### config.mk
export PLATFORM = sky130hd
export DESIGN_NAME = yarp_fetch_unit
export DESIGN_NICKNAME = d
export VERILOG_FILES = /design/src/rtl/yarp_pkg.sv /design/src/rtl/yarp_fetch_fifo.sv /design/src/rtl/yarp_fetch_unit.sv
export SDC_FILE = /design/constraint.sdc
export NUM_CORES = 1
export LEC_CHECK = 0
export CAP_MARGIN = 10
export CORE_ASPECT_RATIO = 1.4
export CORE_MARGIN = 2
export CORE_UTILIZATION = 60
export DETAILED_ROUTE_END_ITERATION = 10
export PLACE_DENSITY = 0.93
export SYNTH_ARGS = -nofsm -noshare
export SYNTH_HDL_FRONTEND = slang
export SYNTH_SLANG_ARGS = --single-unit
### constraint.sdc
create_clock -name clk -period 4.85 [get_ports clk]
set_input_delay 0.485 -clock clk [delete_from_list [all_inputs] [get_ports clk]]
set_output_delay 0.485 -clock clk [all_outputs]
set_load 0.01 [all_outputs]
### src/rtl/yarp_pkg.sv
// Shared types and constants for the YARP fetch front end.
package yarp_pkg;

  typedef enum logic [1:0] {
    FETCH = 2'b00,
    WAIT  = 2'b01,
    DROP  = 2'b10
  } fetch_state_e;

  localparam logic [31:0] INSTR_NOP = 32'h0000_0013;

endpackage

### src/rtl/yarp_fetch_fifo.sv
// Prefetch buffer: power-of-two circular FIFO with flush; flush beats push/pop.
module yarp_fetch_fifo
  import yarp_pkg::*;
#(
  parameter int DEPTH = 4,
  parameter int WIDTH = 64
) (
  input  logic                     clk,
  input  logic                     reset_n,
  input  logic                     push,
  input  logic                     pop,
  input  logic                     flush,
  input  logic [WIDTH-1:0]         wdata,
  output logic [WIDTH-1:0]         rdata,
  output logic [$clog2(DEPTH):0]   count
);

  localparam int PW = $clog2(DEPTH);

  logic [WIDTH-1:0] mem_r [DEPTH];
  logic [PW-1:0]    wptr_r;
  logic [PW-1:0]    rptr_r;
  logic [PW:0]      count_r;

  // Storage, pointers and occupancy; pointers wrap naturally at DEPTH.
  always_ff @(posedge clk or negedge reset_n) begin
    if (!reset_n) begin
      wptr_r  <= '0;
      rptr_r  <= '0;
      count_r <= '0;
      for (int i = 0; i < DEPTH; i++) begin
        mem_r[i] <= '0;
      end
    end else if (flush) begin
      wptr_r  <= '0;
      rptr_r  <= '0;
      count_r <= '0;
    end else begin
      if (push) begin
        mem_r[wptr_r] <= wdata;
        wptr_r        <= wptr_r + 1'b1;
      end
      if (pop) begin
        rptr_r <= rptr_r + 1'b1;
      end
      case ({push, pop})
        2'b10:   count_r <= count_r + 1'b1;
        2'b01:   count_r <= count_r - 1'b1;
        default: count_r <= count_r;
      endcase
    end
  end

  assign rdata = mem_r[rptr_r];
  assign count = count_r;

endmodule

### src/rtl/yarp_fetch_unit.sv
// Instruction fetch unit: one outstanding I-cache request feeding a prefetch
// buffer toward decode, with redirect handling and a fetch-bubble counter.
module yarp_fetch_unit
  import yarp_pkg::*;
#(
  parameter int              XLEN     = 32,
  parameter logic [XLEN-1:0] RESET_PC = 32'h0000_1000,
  parameter int              DEPTH    = 4,
  parameter int              PERF_W   = 16
) (
  input  logic                     clk,
  input  logic                     reset_n,
  output logic                     icache_req_o,
  output logic [XLEN-1:0]          icache_addr_o,
  input  logic                     icache_ready_i,
  input  logic                     icache_valid_i,
  input  logic [31:0]              icache_data_i,
  input  logic                     redirect_i,
  input  logic [XLEN-1:0]          redirect_pc_i,
  input  logic                     stall_i,
  output logic                     instr_valid_o,
  output logic [31:0]              instr_o,
  output logic [XLEN-1:0]          instr_pc_o,
  input  logic                     instr_ready_i,
  output logic [$clog2(DEPTH):0]   fifo_count_o,
  output logic [PERF_W-1:0]        bubble_cnt_o
);

  localparam int              CW         = $clog2(DEPTH) + 1;
  localparam logic [CW-1:0]   DEPTH_C    = CW'(DEPTH);
  localparam logic [XLEN-1:0] PC_STEP    = XLEN'(4);
  localparam logic [XLEN-1:0] ALIGN_MASK = ~XLEN'(3);

  fetch_state_e       state_r;
  logic [XLEN-1:0]    fetch_pc_r;
  logic [XLEN-1:0]    req_pc_r;
  logic [PERF_W-1:0]  bubble_r;

  logic [CW-1:0]      count_s;
  logic               empty_s;
  logic               accept_s;
  logic               push_s;
  logic               pop_s;
  logic [XLEN-1:0]    redirect_pc_s;
  logic [XLEN+31:0]   wdata_s;
  logic [XLEN+31:0]   rdata_s;

  // Request/handshake decode; the request is gated by reset so nothing issues while held.
  always_comb begin
    empty_s       = (count_s == '0);
    icache_req_o  = reset_n && (state_r == FETCH) && (count_s < DEPTH_C) && !redirect_i;
    accept_s      = icache_req_o && icache_ready_i;
    push_s        = (state_r == WAIT) && icache_valid_i && !redirect_i;
    instr_valid_o = !empty_s && !stall_i;
    pop_s         = instr_valid_o && instr_ready_i;
    redirect_pc_s = redirect_pc_i & ALIGN_MASK;
    wdata_s       = {req_pc_r, icache_data_i};
    if (empty_s) begin
      instr_o    = INSTR_NOP;
      instr_pc_o = '0;
    end else begin
      instr_o    = rdata_s[31:0];
      instr_pc_o = rdata_s[XLEN+31:32];
    end
  end

  // Fetch sequencing: a response arriving in DROP, or together with a redirect, is discarded.
  always_ff @(posedge clk or negedge reset_n) begin
    if (!reset_n) begin
      state_r    <= FETCH;
      fetch_pc_r <= RESET_PC & ALIGN_MASK;
      req_pc_r   <= '0;
    end else begin
      case (state_r)
        FETCH: begin
          if (redirect_i) begin
            fetch_pc_r <= redirect_pc_s;
          end else if (accept_s) begin
            state_r    <= WAIT;
            req_pc_r   <= fetch_pc_r;
            fetch_pc_r <= fetch_pc_r + PC_STEP;
          end else begin
            state_r <= FETCH;
          end
        end
        WAIT: begin
          if (redirect_i) begin
            fetch_pc_r <= redirect_pc_s;
            state_r    <= icache_valid_i ? FETCH : DROP;
          end else if (icache_valid_i) begin
            state_r <= FETCH;
          end else begin
            state_r <= WAIT;
          end
        end
        DROP: begin
          if (redirect_i) begin
            fetch_pc_r <= redirect_pc_s;
          end
          state_r <= icache_valid_i ? FETCH : DROP;
        end
        default: begin
          state_r <= FETCH;
        end
      endcase
    end
  end

  // Saturating count of cycles where decode wanted an instruction but none was buffered.
  always_ff @(posedge clk or negedge reset_n) begin
    if (!reset_n) begin
      bubble_r <= '0;
    end else if (instr_ready_i && !stall_i && empty_s && !redirect_i && (bubble_r != '1)) begin
      bubble_r <= bubble_r + 1'b1;
    end else begin
      bubble_r <= bubble_r;
    end
  end

  yarp_fetch_fifo #(
    .DEPTH (DEPTH),
    .WIDTH (XLEN + 32)
  ) u_fifo (
    .clk     (clk),
    .reset_n (reset_n),
    .push    (push_s),
    .pop     (pop_s),
    .flush   (redirect_i),
    .wdata   (wdata_s),
    .rdata   (rdata_s),
    .count   (count_s)
  );

  assign icache_addr_o = fetch_pc_r;
  assign fifo_count_o  = count_s;
  assign bubble_cnt_o  = bubble_r;

endmodule

==> flow_metrics.py, run 1 <==
metrics = {
    "place": {
        "portBuffers": 181,
        "dpl_cell_area_um2": 17400,
        "dp_hpwl_mm": 20.7,
        "dp_slack_ns": 1.68,
        "place_inst": 1547,
        "gp_congestion": 0.816,
    },
    "synth": {
        "synth-simple-area-share_pct": 7.75,
        "synthXorXnorAreaFrac_pct": 1.19,
        "synth_top_family_by_area": "multiplexers",
        "ys_dominant_reg_cell": "dfrtp_1",
        "syn_area_um2": 15400,
        "synthMuxAreaShare_pct": 29.4,
        "synth_edf_count": 0,
        "syn_area_per_cell_um2": 14.0,
        "synth_compound_area_share_pct": 4.14,
        "yosysWarnings": 0,
        "synth-seq-cells": 333,
        "synth_fa_ha_area_share_pct": 0.942,
        "yosysUniqueCellTypes": 62,
        "syn_inst": 1103,
        "synthArstFlopShare_pct": 100,
        "ys_seq_area_share_pct": 54.1,
    },
    "drt": {
        "ant_nets": 0,
        "drt_first_pass_iters": 5,
        "drt_wl_total_mm": 33.8,
        "route.vias.total": 9825,
        "detail_route.wl_per_cell_um": 21.1,
        "drc": 0,
        "avgViaCountPerCell": 6.14,
        "drt_iter0_markers": 569,
    },
    "power_and_ir_drop": {
        "power_mw": 9.22,
        "power_leakage_nw": 8.25,
        "p_per_area_nw_per_um2": 500,
        "peakVddDrop_mv": 0.359,
    },
    "worst_setup_path": {
        "crit_fanout": 35,
        "required_ns": 4.37,
        "end_kind": "output port",
        "arrival_ns": 3.17,
        "start_kind": "flip-flop",
        "crit_type": "flip-flop to output port",
    },
    "timing": {
        "period_share_pct": 75.4,
        "period_needed_ns": 3.66,
        "clock_skew_ns": 0.00859,
        "finalHoldViolCount": 0,
        "drv_slew": 0,
        "worst_slew_pin_slew_ns": 1.20,
        "rsz0062_at_grt": "no",
        "hold_slack_ns": 0.500,
        "fin_tns_setup_ns": 0,
        "fin_ws_ns": 1.19,
        "max_freq_mhz": 273,
        "slew_headroom_pct": 20.3,
        "finalSetupViolCount": 0,
    },
    "global_route": {
        "grtUsageTotal_pct": 25.3,
        "grt_max_degree": 161,
        "grt_pass1_vias": 10600,
        "grt_overflow": 0,
        "grt_pass1_wl_mm": 55.4,
        "antenna_found_initial": 0,
    },
    "clock_network": {
        "cts_made_buffers": 31,
        "cts-hold-fix-buffers": 1,
        "cts_buffer_depth": 3,
        "post_cts_buffers": 0,
        "cts_tree": "built",
        "cts_sinks": 333,
        "h-tree-depth": 1,
        "cts_resized": 0,
        "cts_root_buf": "clkbuf_16",
        "cts.clk_slew.worst_paths_ns": 0.06,
        "worstSkewPairLatency_ns": 0.54,
    },
    "die": {
        "rows": 69,
        "ios": 188,
        "die_area_um2": 27000,
        "start_util_pct": 60.9,
        "dieHeight_um": 194,
        "die_w_um": 139,
        "core_um2": 25300,
    },
    "layout": {
        "fillers": 1588,
        "drive_gt1_share_pct": 33.0,
        "fin_util_pct": 72.9,
        "area_growth_pct": 19.6,
        "regArea_um2": 8340,
        "final_nets": 1344,
        "fin_cells": 1601,
        "multi_input_area_um2": 6740,
        "fin_area_um2": 18400,
        "antenna_cells": 0,
    },
    "status": {
        "status": "finished clean",
    },
    "run": {
        "max_cap_viol_count": 0,
    },
    "worst_hold_path": {
        "hold_path.class": "flip-flop to flip-flop",
    },
}
## cell usage in the layout, fill, tap and decap left out, types with 11 or more instances in the layout
cell type	n
mux2_2	275
nand4_1	12
xnor2_1	11
buf_4	11
nor2b_1	61
clkbuf_16	31
inv_1	11
a21oi_1	33
o21ai_0	19
clkdlybuf4s50_1	180
o22ai_1	18
dfrtp_1	330
nand3_1	18
nor2_1	34
nand2_1	41
mux4_2	62
## path summary, 6_finish.rpt
check                                  start                 to  slack (ns)  cells after the start
max in group asynchronous            reset_n   u_fifo.mem_r[23]        2.81                      3
min in group asynchronous            reset_n  u_fifo.mem_r[121]        0.54                      2
max reg2reg                 icache_addr_o[3]  icache_addr_o[26]        2.07                      6
max                         u_fifo.rptr_r[0]        instr_o[15]        1.19                      4
min                        u_fifo.mem_r[242]  u_fifo.mem_r[242]        0.50                      1
min reg2reg                u_fifo.mem_r[242]  u_fifo.mem_r[242]        0.50                      1
## flip-flops by register name, summed over array words and instances (netlist names)
name,cells
bubble_cnt_o,16
state_r,2
icache_addr_o,30
u_fifo.mem_r,248
u_fifo.rptr_r,2
req_pc_r,30
u_fifo.wptr_r,2
u_fifo.count,3
## cells in the mapped netlist (all sizes together), types with 11 or more instances
library cell	count	area, um2
o21ai	19	95.1
buf	48	249
nand4	13	87.6
xnor2	11	96.3
nand3	21	120
nand2	47	189
o22ai	18	113
clkbuf	23	87.6
nor2	37	144
dfrtp	332	8310
nor2b	61	382
mux4	62	1400
mux2	275	3100
inv	11	41.3
a21oi	33	165
## per-layer routing
| layer | GRT usage (%) | wire [um] | vias to the layer above |
|---|---|---|---|
| met4 | 8.16 | 923 | 0 |
| li1 | - | - | 4340 |
| met5 | 0 | 0 | - |
| met2 | 44.7 | 17500 | 326 |
| met3 | 4.08 | 1840 | 63 |
| met1 | 32.0 | 13500 | 5096 |
## critical path, cell delays in order (launching register included)
cell and delay (ns):
dfrtp_4 0.90, buf_4 0.48, mux4_2 0.57, nor2b_1 0.15, clkdlybuf4s50_1 0.51
## layout make-up
cell class,instances,area share [%]
flip-flops and latches,333,45.2
multi-input cells,691,36.6
repair buffers,194,10.5
clock buffers,47,4.86
well taps,319,2.17
clock inverters,6,0.455
inverters,11,0.224
## cells by family (layout without fill, tap and decap cells)
logic type	Yosys count	after routing
AND/OR/NAND/NOR	213	213
flip-flops	333	333
AO/OA/AOI/OAI	101	101
other	1	4
multiplexers	341	341
buffers and inverters	82	258
adder cells (fa/ha/maj)	11	11
XOR/XNOR	21	21
## power breakdown
group	internal, mW	switching (mW)
clock	1.37	1.00
combinational	1.59	1.08
sequential	3.49	0.683
total	6.45	2.77
(Power assumes the default switching activity.)
==> inputs of run 2 (changes only) <==
--- a/config.mk
+++ b/config.mk
@@ -8,9 +8,9 @@
 export CAP_MARGIN = 10
 export CORE_ASPECT_RATIO = 1.4
 export CORE_MARGIN = 2
-export CORE_UTILIZATION = 60
+export CORE_UTILIZATION = 51
 export DETAILED_ROUTE_END_ITERATION = 10
-export PLACE_DENSITY = 0.93
+export PLACE_DENSITY = 0.85
 export SYNTH_ARGS = -nofsm -noshare
 export SYNTH_HDL_FRONTEND = slang
 export SYNTH_SLANG_ARGS = --single-unit
==> constraint.sdc (replaced) <==
create_clock -name clk -period 3.05 [get_ports clk]
set_input_delay 0.305 -clock clk [delete_from_list [all_inputs] [get_ports clk]]
set_output_delay 0.305 -clock clk [all_outputs]
set_load 0.01 [all_outputs]
==> run 2 against run 1 <==
  * Hold slack got worse by 0.30 ns
  * Final cell count rose by 5.6%
  * Largest power group unchanged
  * Clock-buffer cell count fell by 1
  * Utilization fell by 9.3 points
==> flow_metrics.py, run 2 (same netlist as run 1, synthesis figures left out) <==
metrics = {
    "power_and_ir_drop": {
        "power_mw": 15.2,
        "peakVddDrop_mv": 0.564,
        "p_per_area_nw_per_um2": 800,
        "power_leakage_nw": 8.47,
    },
    "die": {
        "start_util_pct": 51.6,
        "ios": 188,
        "dieHeight_um": 210,
        "die_w_um": 151,
        "rows": 75,
        "core_um2": 29800,
        "die_area_um2": 31600,
    },
    "worst_setup_path": {
        "endpoint": "instr_pc_o[13]",
        "reg2regPathDepth": 10,
        "startpoint": "u_fifo.rptr_r[0]",
        "r2r_end": "u_fifo.count[2]",
        "rrSetupSlack_ns": 0.54,
        "end_kind": "output port",
        "start_kind": "flip-flop",
        "reg2reg_from": "state_r[1]",
        "crit_type": "flip-flop to output port",
        "required_ns": 2.74,
        "arrival_ns": 2.53,
        "crit_fanout": 13,
    },
    "place": {
        "dpl_cell_area_um2": 17800,
        "gp_congestion": 0.793,
        "dp_hpwl_mm": 22.4,
        "place_inst": 1626,
        "portBuffers": 181,
    },
    "layout": {
        "largest-register": "u_fifo.mem_r",
        "largest_reg_flops": 248,
        "antenna_cells": 0,
        "final_cell_mix": "330 x dfrtp_1, 275 x mux2_2, 180 x clkdlybuf4s50_1",
        "fillers": 2137,
        "fin_area_um2": 19000,
        "final_nets": 1362,
        "final_common_cell": "dfrtp_1",
        "fin_cells": 1690,
        "area_growth_pct": 23.0,
        "drive_gt1_share_pct": 34.4,
    },
    "drt": {
        "avgViaCountPerCell": 5.88,
        "drt_first_pass_iters": 5,
        "route.vias.total": 9942,
        "drt_wl_total_mm": 34.5,
        "ant_nets": 0,
        "detail_route.wl_per_cell_um": 20.4,
        "drt_iter0_markers": 481,
        "drc": 0,
    },
    "timing": {
        "drv_slew": 0,
        "clock_skew_ns": 0.0246,
        "fin_tns_setup_ns": 0,
        "finalSetupViolCount": 0,
        "worst_slew_pin_slew_ns": 0.949,
        "slew_headroom_pct": 36.8,
        "finalHoldViolCount": 0,
        "period_share_pct": 93.0,
        "max_freq_mhz": 352,
        "rsz0062_at_grt": "no",
        "period_needed_ns": 2.84,
    },
    "clock_network": {
        "cts_resized": 0,
        "cts_buffer_depth": 3,
        "cts_made_buffers": 34,
        "cts_sinks": 333,
        "cts.clk_slew.worst_paths_ns": 0.06,
        "cts_tree": "built",
        "cts_root_buf": "clkbuf_16",
        "h-tree-depth": 2,
        "worstSkewPairLatency_ns": 0.53,
    },
    "worst_hold_path": {
        "hold_path.class": "input pin to async pin",
    },
    "global_route": {
        "grt_overflow": 0,
        "grt_use_met3_pct": 4.57,
        "grt_pass1_vias": 10500,
        "grt_pass1_wl_mm": 55.4,
        "globalRouteMet2Util_pct": 38.3,
        "use_met1_pct": 27.3,
        "grt_max_degree": 178,
        "top_usage_layer": "met2",
        "grtUsageTotal_pct": 22.1,
        "antenna_found_initial": 0,
    },
    "run": {
        "max_cap_viol_count": 0,
    },
    "status": {
        "status": "finished clean",
    },
}
-- run 2: changes by cell type in the layout (fill, tap and decap cells not counted), sizes merged --
cell / before / now
buf: 13 / 28
clkbuf: 47 / 46
clkinv: 4 / 12
bufinv: 2 / 3
-- run 2: layout make-up --
cell class	count	area [um2]	share of cell area (%)
clock buffer	46	967	5.10
clock inverter	15	176	0.930
inverter	11	41.3	0.218
multi-input combinational	691	6740	35.5
sequential	333	8340	44.0
tap	385	482	2.54
timing repair buffer	209	2220	11.7
-- run 2: worst min-delay path by stage --
stage	start	end	slack, ns	depth (start not counted)
detailed placement	reset_n	u_fifo.mem_r[155]	0.13	1
global route	reset_n	u_fifo.mem_r[56]	0.19	2
finish	reset_n	u_fifo.count[2]	0.20	2
floorplan	reset_n	bubble_cnt_o[0]	0.009	0
CTS	reset_n	u_fifo.mem_r[56]	0.18	2
global placement	reset_n	u_fifo.mem_r[155]	0.13	1
-- run 2: report_power, final --
| group | leakage [nW] | internal (mW) | switching (mW) | total, mW |
|---|---|---|---|---|
| logic | 3.54 | 2.59 | 1.79 | 4.38 |
| registers | 4.36 | 5.55 | 1.02 | 6.57 |
| clock network | 0.570 | 2.50 | 1.73 | 4.23 |
| total | 8.47 | 10.6 | 4.54 | 15.2 |
-- run 2: through the flow --
| step | setup WS [ns] | util [%] | hold slack, ns |
|---|---|---|---|
| 4_1_cts | 0.169 | 63.5 | 0.176 |
| 3_3_place_gp | 0.417 | 59.6 | 0.134 |
| 5_1_grt | 0.136 | 63.5 | 0.194 |
| 2_1_floorplan | 0.879 | - | 0.00941 |
| 6_report | 0.213 | 63.5 | 0.196 |
| 3_5_place_dp | 0.345 | 59.6 | 0.134 |
-- run 2: timing repair --
| item | 4_1_cts | 5_1_grt |
|---|---|---|
| endpoints found under the setup margin | 4 | 0 |
| hold endpoints to repair | 9 | 0 |
| hold buffers | 1 | 0 |
| setup buffers | 2 | 0 |
-- run 2: layer usage --
layer  vias up  part of all wire [%]
met1      5202                    40
met2       294                    52
li1       4375                     -
met3        71                   5.4
met4         0                   3.0
met5         -                     0
-- run 2: critical path, cell delays in order, from the launching register on --
cell	delay, ns
dfrtp_4	0.51
buf_12	0.15
buf_12	0.15
mux4_2	0.33
nor2b_1	0.27
clkdlybuf4s50_1	0.59
==> inputs of run 3 (changes only) <==
--- a/config.mk
+++ b/config.mk
@@ -7,7 +7,7 @@
 export LEC_CHECK = 0
 export CAP_MARGIN = 10
 export CORE_ASPECT_RATIO = 1.4
-export CORE_MARGIN = 2
+export CORE_MARGIN = 1.5
 export CORE_UTILIZATION = 51
 export DETAILED_ROUTE_END_ITERATION = 10
 export PLACE_DENSITY = 0.85
==> run 3 against run 2 <==
  * Power fell by 2.5%
  * Routed wire length decreased by 0.40%
  * Utilization down 0.39 points
  * First-iteration DRC count rose by 0.83%
  * Via count down 1.5%
  * Combinational power shrank 1%
  * Final cell count fell by 0.18%
  * Clock power shrank 8.3%
  * Register-to-register slack about the same
  * Hold slack better by 0.075 ns
  * Critical endpoint is now instr_pc_o[22]
==> flow_metrics.py, run 3 (same netlist as run 1, synthesis figures left out) <==
metrics = {
    "drt": {
        "route.vias.total": 9791,
        "drt_wl_total_mm": 34.3,
        "avgViaCountPerCell": 5.80,
        "drc": 0,
        "drt_first_pass_iters": 4,
        "drt_iter0_markers": 485,
        "ant_nets": 0,
        "detail_route.wl_per_cell_um": 20.3,
    },
    "clock_network": {
        "h-tree-depth": 1,
        "cts.clk_slew.worst_paths_ns": 0.06,
        "cts_resized": 0,
        "cts_sinks": 333,
        "worstSkewPairLatency_ns": 0.56,
        "cts_buffer_depth": 3,
        "cts_tree": "built",
        "cts_root_buf": "clkbuf_16",
        "cts_made_buffers": 31,
    },
    "worst_setup_path": {
        "reg2regPathDepth": 10,
        "path_buf_inv": 2,
        "r2r_end": "u_fifo.count[2]",
        "startpoint": "u_fifo.rptr_r[0]",
        "cpPeakStageDelay_ns": 0.61,
        "reg2reg_from": "state_r[1]",
        "crit_fanout": 17,
        "path_cells": "buf_12 > mux4_2 > nor2b_1 > clkdlybuf4s50_1",
        "path_depth": 4,
        "rrSetupSlack_ns": 0.55,
        "start_kind": "flip-flop",
        "arrival_ns": 2.62,
        "cpLargestDelayFamily": "buffers and inverters",
        "required_ns": 2.74,
        "cp_slowest_cell": "dfrtp_4",
        "crit_type": "flip-flop to output port",
        "end_kind": "output port",
    },
    "timing": {
        "period_share_pct": 96.0,
        "worst_slew_pin_slew_ns": 0.990,
        "drv_slew": 0,
        "fin_tns_setup_ns": 0,
        "period_needed_ns": 2.93,
        "slew_headroom_pct": 34.0,
        "finalHoldViolCount": 0,
        "max_freq_mhz": 341,
        "finalSetupViolCount": 0,
        "rsz0062_at_grt": "no",
        "clock_skew_ns": 0.00912,
    },
    "global_route": {
        "grt_overflow": 0,
        "grtUsageTotal_pct": 22.5,
        "grt_pass1_vias": 10500,
        "antenna_found_initial": 1,
        "grt_pass1_wl_mm": 55.8,
        "grt_max_degree": 80,
    },
    "power_and_ir_drop": {
        "p_int_mw": 10.4,
        "power_leakage_nw": 8.42,
        "peakVddDrop_mv": 0.685,
        "p_comb_share_pct": 29.2,
        "p_switching_mw": 4.43,
        "clock_power_share_pct": 26.2,
        "pwr-share-seq_pct": 44.6,
        "p_sw_share_pct": 29.9,
        "p_per_area_nw_per_um2": 785,
    },
    "die": {
        "die_w_um": 150,
        "ios": 188,
        "start_util_pct": 51.6,
        "die_area_um2": 31300,
        "rows": 75,
        "core_um2": 29800,
        "dieHeight_um": 209,
    },
    "layout": {
        "final_nets": 1359,
        "drive_gt1_share_pct": 34.3,
        "final_cell_mix": "330 x dfrtp_1, 275 x mux2_2, 180 x clkdlybuf4s50_1",
        "largest_reg_flops": 248,
        "final_common_cell": "dfrtp_1",
        "largest-register": "u_fifo.mem_r",
        "fin_util_pct": 63.1,
        "area_growth_pct": 22.3,
    },
    "run": {
        "max_cap_viol_count": 0,
    },
    "place": {
        "dp_hpwl_mm": 22.2,
        "gp_congestion": 0.792,
        "portBuffers": 181,
    },
    "status": {
        "status": "finished clean",
    },
    "worst_hold_path": {
        "hold_path.class": "input pin to async pin",
    },
}
-- run 3: worst max-delay path by stage --
| stage | end | slack [ns] |
|---|---|---|
| after floorplan | u_fifo.count[2] | 0.88 |
| after global placement | u_fifo.count[2] | 0.38 |
| after detailed placement | u_fifo.count[2] | 0.36 |
| after CTS | instr_pc_o[21] | 0.05 |
| after global routing | instr_pc_o[20] | 0.02 |
| final | instr_pc_o[22] | 0.12 |
-- run 3: final cells by class --
type / instances / area, um2
Sequential cell: 333 / 8340
Tap cell: 385 / 482
Antenna cell: 1 / 2.50
Multi-Input combinational cell: 691 / 6740
Timing Repair Buffer: 209 / 2210
Fill cell: 2212 / 11000
Inverter: 11 / 41.3
Clock buffer: 48 / 960
Clock inverter: 9 / 72.6
-- run 3: worst reg2reg max path, stage by stage, from the launching register on --
cell and delay, ns:
dfrtp_1 0.42, inv_1 0.10, ha_1 0.22, nand2_1 0.17, nor2_2 0.43, nor2b_1 0.12
fa_1 0.39, nand2b_1 0.16, mux2i_1 0.18, xnor2_1 0.13, nor2_1 0.05
-- run 3: power by group through the flow --
stage	sequential, mW	clock (mW)	combinational (mW)
4_1_cts	6.59	3.97	4.37
6_report	6.60	3.88	4.32
2_1_floorplan	6.34	0	2.67
5_1_grt	6.76	4.15	4.68
3_3_place_gp	6.56	0	4.20
3_5_place_dp	6.66	0	4.33
-- run 3: timing repair --
| action | 4_1_cts | 5_1_grt |
|---|---|---|
| endpoints found under the setup margin | 29 | 0 |
| hold buffers | 1 | 0 |
| buffers inserted | 1 | 0 |
| endpoints found under the hold margin | 55 | 0 |
-- run 3: metrics by stage --
stage / hold WS, ns / cell area (um2) / cells / setup WS, ns / total power, mW
floorplan: 0.00941 / 15400 / 1106 / 0.879 / 9.01
global route: 0.305 / 18800 / 1687 / 0.0173 / 15.6
CTS: 0.278 / 18800 / 1686 / 0.0462 / 14.9
global placement: 0.259 / 17800 / 1627 / 0.379 / 10.8
finish: 0.271 / 18800 / 1687 / 0.121 / 14.8
detailed placement: 0.265 / 17800 / 1627 / 0.355 / 11.0
-- run 3: routing by layer --
layer / wire [um] / track usage, %
met5: 0 / 0
met4: 644 / 6.73
met3: 1670 / 3.36
met2: 18300 / 39.9
met1: 13700 / 28.3
